--- src/rtl/flop_en_r.sv ---
// flop_en_r: WIDTH-bit register with a load enable and an asynchronous,
// active-high clear. q is driven straight from the storage bits, so there is
// no combinational path from d or en to q.
module flop_en_r #(
  parameter int WIDTH = 8
) (
  input  logic             clk,
  input  logic             reset,
  input  logic             en,
  input  logic [WIDTH-1:0] d,
  output logic [WIDTH-1:0] q
);

  logic [WIDTH-1:0] q_r;

  // Storage: reset clears at once, a load happens on an enabled edge, otherwise hold
  always_ff @(posedge clk or posedge reset) begin
    if (reset) begin
      q_r <= {WIDTH{1'b0}};
    end else if (en) begin
      q_r <= d;
    end else begin
      q_r <= q_r;
    end
  end

  assign q = q_r;

endmodule

--- config.mk ---
export PLATFORM = sky130hd
export DESIGN_NAME = flop_en_r
export DESIGN_NICKNAME = d
export VERILOG_FILES = /design/src/rtl/flop_en_r.sv
export SDC_FILE = /design/constraint.sdc
export NUM_CORES = 1
export LEC_CHECK = 0
export BUFFER_PORTS_ARGS = -buffer_cell sky130_fd_sc_hd__buf_2
export CAP_MARGIN = 10
export CORE_AREA = 2 2 39 41
export CTS_BUF_LIST = sky130_fd_sc_hd__clkbuf_8
export DETAILED_ROUTE_END_ITERATION = 10
export DIE_AREA = 0 0 41 43
export GPL_TIMING_DRIVEN = 1
export PLACE_DENSITY_LB_ADDON = 0.3
export SYNTH_ARGS = -nofsm -noshare
export SYNTH_HDL_FRONTEND = slang
export SYNTH_SLANG_ARGS = --single-unit
--- constraint.sdc ---
create_clock -name clk -period 0.8 [get_ports clk]
set_input_delay 0.04 -clock clk [delete_from_list [all_inputs] [get_ports clk]]
set_output_delay 0.04 -clock clk [all_outputs]
set_load 0.02 [all_outputs]
==> impl_metrics.csv, run 1 <==
group,metric,value,unit
outcome,status,"finished, violations left",
outcome,violations,"setup timing",
clock_tree,cts_root_buf,"clkbuf_8",
worst_setup_path,critical_path_class,"reg -> out",
die,die_y,43,µm
timing,fin_crit_sh,100,%
yosys,yosysSeqAreaShare,59.7,%
yosys,synthCells,18,
grt,busiest_layer,"met2",
clock_tree,htree_levels,1,
die,die_w,41,µm
timing,finalSetupViolCount,1,
timing,drv_slew,0,
worst_setup_path,critical_path.endpoint_type,"primary output",
yosys,ys_warn_count,0,
yosys,synth.distinct_cells,4,
detailed_routing,drt_iter0_drc,3,
yosys,netlist_area,335,µm²
detailed_routing,via_per_inst,4.04,
final_layout,antenna_cells,0,
grt,first_global_vias,264,
worst_setup_path,crit_required,0.76,ns
worst_setup_path,crit_family,"flip-flops",
grt,grt_max_degree,9,
grt,track_usage,10.4,%
timing,finClkSkew,0,ns
power_and_ir_drop,ir_drop,0.673,mV
worst_setup_path,crit_start,"q[7]$_DFFE_PP0P_",
worst_setup_path,crit_slowest_cell,"dfrtp_2",
yosys,synthesis.nets,29,
die,rows,14,
clock_tree,clk_pin_slew,0.04,ns
worst_setup_path,crit_chain,"buf_6",
timing,period_needed,0.800,ns
worst_setup_path,critPathMaxFanout,2,
detailed_routing,routed_wirelength,674,µm
clock_tree,cts_tree,"yes",
grt,met2_usage,14.4,%
worst_setup_path,max_stage_delay,0.40,ns
timing,worst_pin_slew,0.306,ns
place,port_buffers,18,
worst_hold_path,hold_path.class,"in -> reg",
final_layout,area_growth,62.7,%
clock_tree,clock_latency,0.22,ns
yosys,synth.top_cell.area_share,59.7,%
final_layout,fillCellCount,131,
detailed_routing,vias,222,
yosys,synth_xor_area_share,0,%
yosys,synth_top_family_by_area,"multiplexers",
detailed_routing,drtPass1Iterations,2,
worst_setup_path,critPathArrivalTime,0.76,ns
yosys,synth_fa_ha_area_share,0,%
yosys,synth_edf_count,0,
timing,worst_slack,-0.000115,ns
grt,grt_pass1_wl,1110,µm
yosys,ys_ff_latch,8,
yosys,synthTopCellsByArea,"dfrtp_1 (60%), mux2_4 (36%), buf_6 (3.4%), inv_1 (1.1%)",
timing,max_slew_margin,79.6,%
detailed_routing,drc,0,
place,place_congestion,0.548,
worst_setup_path,startpoint_type,"register",
timing,rsz0062_at_grt,"true",
yosys,synth_compound_area_share,0,%
grt,antenna_found_initial,0,
clock_tree,cts.path.max_buffers,2,
die,start_util,24.2,%
place,placed_area,444,µm²
yosys,synthArstFlopShare,100,%
worst_hold_path,min-delay-start,"d[7]",
grt,globalRouteMet3Util,5.24,%
grt,grt-ovfl-total,0,
final_layout,largest_register_ffs,8,
final_layout,post-route-util,39.4,%
grt,use_met1,11.6,%
worst_setup_path,r2r_start,"q[1]$_DFFE_PP0P_",
worst_setup_path,path_buf_inv,1,
final_layout,drive_gt1_share,94.9,%
clock_tree,cts_inserted_buffers,3,
die,core_region_area,1380,µm²
final_layout,nets,52,
yosys,synthMuxAreaShare,35.8,%
yosys,synthFlopType,"dfrtp_1",
power_and_ir_drop,power.density,2220,nW/µm²
final_layout,finalInstanceArea,546,µm²
yosys,synthSimpleGateAreaFrac,0,%
timing,hold_viol_final,0,
place,dp_hpwl,493,µm
timing,finalSetupTns,-0.000115,ns
yosys,synth.avg_cell_area,18.6,µm²
die,io_pins,19,
detailed_routing,ant_nets,0,
detailed_routing,wl_per_cell,12.3,µm
job,drv_cap,0,
die,die-area,1760,µm²
power_and_ir_drop,cellLeakagePower,0.270,nW
clock_tree,clock-sinks,8,
timing,fmax,1.25,GHz
yosys,synth_common_cells,"dfrtp_1 (8), mux2_4 (8), buf_6 (1), inv_1 (1)",
yosys,yosysTopAreaCell,"dfrtp_1",
[power by group]
| group | total, W | switching, W | leakage, nW | internal, W |
|---|---|---|---|---|
| Clock | 0.000470 | 0.000145 | 0.0216 | 0.000325 |
| Combinational | 0.000258 | 0.000102 | 0.163 | 0.000155 |
| Sequential | 0.000486 | 0.0000308 | 0.0855 | 0.000455 |
[layer usage]
layer / part of all wire [%] / vias up
met5: 0 / -
met4: 0 / 0
met3: 9.1 / 0
met2: 50 / 12
met1: 41 / 108
li1: - / 102
[cell families (layout without fill, tap and decap cells)]
kind of cell           count (synthesis)  in the layout
multiplexers                           8              8
buffers and inverters                  2             23
flip-flops                             8              8
[per-stage QoR]
stage	hold WS (ns)	setup WS (ns)	instances	total power, W
3_5_place_dp	0.0137	0.0253	51	0.000689
3_3_place_gp	-0.00454	0.0365	51	0.000684
2_1_floorplan	-0.144	-0.0222	18	0.000619
6_report	0.0450	-0.000115	55	0.00121
4_1_cts	0.0388	-0.00666	55	0.00124
5_1_grt	0.0421	-0.0276	55	0.00129
[layout by cell type, fill, tap and decap left out]
cell           Yosys  final
buf_2              0     10
mux2_4             8      8
buf_6              1      8
dfrtp_2            0      8
clkbuf_8           0      3
inv_1              1      1
dlygate4sd3_1      0      1
[final timing paths]
path / depth (start not counted) / slack [ns] / endpoint
max: 1 / -0.0001 / q[7]
min: 2 / 0.04 / q[7]$_DFFE_PP0P_
max reg2reg: 1 / 0.01 / q[1]$_DFFE_PP0P_
min reg2reg: 1 / 0.53 / q[3]$_DFFE_PP0P_
max in group asynchronous: 3 / 0.24 / q[1]$_DFFE_PP0P_
min in group asynchronous: 3 / 0.31 / q[4]$_DFFE_PP0P_
[layout make-up]
class | instances | area, µm² | area share, %
multi-input combinational | 8 | 120 | 22.0
clock buffer | 3 | 41.3 | 7.57
inverter | 1 | 3.75 | 0.688
tap | 16 | 20.0 | 3.67
sequential | 8 | 210 | 38.5
timing repair buffer | 19 | 150 | 27.5
[timing repair]
action                                 4_1_cts  5_1_grt
buffers inserted                             0        0
endpoints found under the hold margin        8        0
hold buffers                                 1        0
gates resized for setup                     16        0
setup endpoints to repair                    8       13
(Power assumes the default switching activity.)
==> inputs of run 2 (changes only) <==
CORE_AREA = default   (was 2 2 39 41)
CORE_MARGIN = 3   (was default)
CORE_UTILIZATION = 25   (was default)
DIE_AREA = default   (was 0 0 41 43)
SETUP_SLACK_MARGIN = 0.15   (was default)
==> impl_metrics.csv, run 2 (same netlist as run 1, synthesis figures left out) <==
group,metric,value,unit
final_layout,area_growth,61.9,%
timing,max_slew_margin,79.8,%
worst_setup_path,path_buf_inv,1,
worst_setup_path,max_stage_delay,0.41,ns
final_layout,multi_input_area,120,µm²
clock_tree,clock_latency,0.23,ns
grt,track_usage,9.60,%
place,port_buffers,18,
worst_setup_path,critPathMaxFanout,2,
clock_tree,cts_root_buf,"clkbuf_8",
grt,grt_max_degree,9,
timing,finalSetupTns,-0.0309,ns
worst_setup_path,r2r_start,"q[5]$_DFFE_PP0P_",
worst_hold_path,hold_path.class,"in -> reg",
worst_setup_path,crit_family,"flip-flops",
die,die_y,42.6,µm
worst_hold_path,min-delay-start,"d[6]",
detailed_routing,drc,0,
die,die_w,42.6,µm
timing,whs,0.0436,ns
final_layout,drive_gt1_share,94.9,%
outcome,violations,"setup timing",
timing,worst_pin_slew,0.302,ns
worst_setup_path,critical_path.endpoint_type,"primary output",
die,io_pins,19,
timing,fmax,1.24,GHz
job,drv_cap,0,
final_layout,regArea,210,µm²
die,rows,12,
final_layout,layout.cells.most_common_list,"buf_2 (10), mux2_4 (8), buf_6 (8), dfrtp_2 (8), clkbuf_8 (3)",
place,place_congestion,0.685,
detailed_routing,wl_per_cell,14.3,µm
final_layout,post-route-util,45.8,%
clock_tree,cts_inserted_buffers,3,
grt,antenna_found_initial,0,
clock_tree,htree_levels,1,
worst_setup_path,critical_path_class,"reg -> out",
detailed_routing,vias,232,
timing,hold_viol_final,0,
die,start_util,28.3,%
worst_setup_path,startpoint_type,"register",
worst_setup_path,crit_start,"q[5]$_DFFE_PP0P_",
final_layout,layout_commonest_cell,"buf_2",
clock_tree,cts.path.max_buffers,2,
power_and_ir_drop,cellLeakagePower,0.270,nW
grt,grt-ovfl-total,0,
outcome,status,"finished, violations left",
die,core_region_area,1190,µm²
detailed_routing,drt_iter0_drc,6,
timing,period_needed,0.809,ns
die,die-area,1820,µm²
clock_tree,cts_tree,"yes",
final_layout,fillCellCount,100,
final_layout,nets,52,
timing,finalSetupViolCount,7,
timing,worst_slack,-0.00862,ns
clock_tree,clk_pin_slew,0.04,ns
worst_setup_path,crit_slowest_cell,"dfrtp_2",
worst_setup_path,r2r_slack,0,ns
timing,fin_crit_sh,101,%
final_layout,largest_register_ffs,8,
grt,first_global_vias,237,
power_and_ir_drop,ir_drop,0.935,mV
timing,drv_slew,0,
detailed_routing,via_per_inst,4.38,
power_and_ir_drop,finalPower,0.00123,W
worst_setup_path,critPathArrivalTime,0.77,ns
final_layout,antenna_cells,0,
clock_tree,postCtsSetupBuffers,0,
detailed_routing,drtPass1Iterations,2,
power_and_ir_drop,power.density,2270,nW/µm²
timing,rsz0062_at_grt,"true",
detailed_routing,routed_wirelength,756,µm
timing,finClkSkew,0,ns
worst_setup_path,crit_required,0.76,ns
detailed_routing,ant_nets,0,
grt,grt_pass1_wl,1160,µm
clock_tree,clock-sinks,8,
worst_setup_path,crit_chain,"buf_6",
## run 2: stage by stage
step / cells / setup slack [ns] / instance area [µm²]
6_report: 53 / -0.00862 / 543
5_1_grt: 53 / -0.0308 / 543
4_1_cts: 53 / -0.0114 / 543
3_5_place_dp: 49 / 0.0200 / 442
3_3_place_gp: 49 / 0.0394 / 442
2_1_floorplan: 18 / -0.0222 / 345
## run 2: repair_timing
item	in CTS	in global routing
endpoints found under the setup margin	16	16
hold buffers	1	0
gates resized for setup	16	0
pin swaps	0	0
endpoints found under the hold margin	8	0
## run 2: per-layer routing
layer	global-route usage (%)	share of wire, %	vias up
met3	6.01	10	4
met5	0	0	-
met4	7.45	2.6	0
li1	-	-	102
met1	11.6	42	110
met2	11.7	45	16
## run 2: layout make-up
cell class	instances	area share (%)
tap	14	3.23
sequential	8	38.7
timing repair buffer	19	27.6
multi-input combinational	8	22.1
inverter	1	0.691
clock buffer	3	7.60
## run 2: where the power goes
part	switching, W	internal (W)
sequential	0.0000333	0.000455
combinational	0.000105	0.000155
clock	0.000156	0.000326
## run 2: worst paths after layout
check / endpoint / depth (start not counted)
setup / recovery: q[5] / 1
hold / removal: q[6]$_DFFE_PP0P_ / 2
setup reg to reg: q[5]$_DFFE_PP0P_ / 1
hold reg to reg: q[7]$_DFFE_PP0P_ / 1
max in group asynchronous: q[6]$_DFFE_PP0P_ / 3
min in group asynchronous: q[5]$_DFFE_PP0P_ / 3
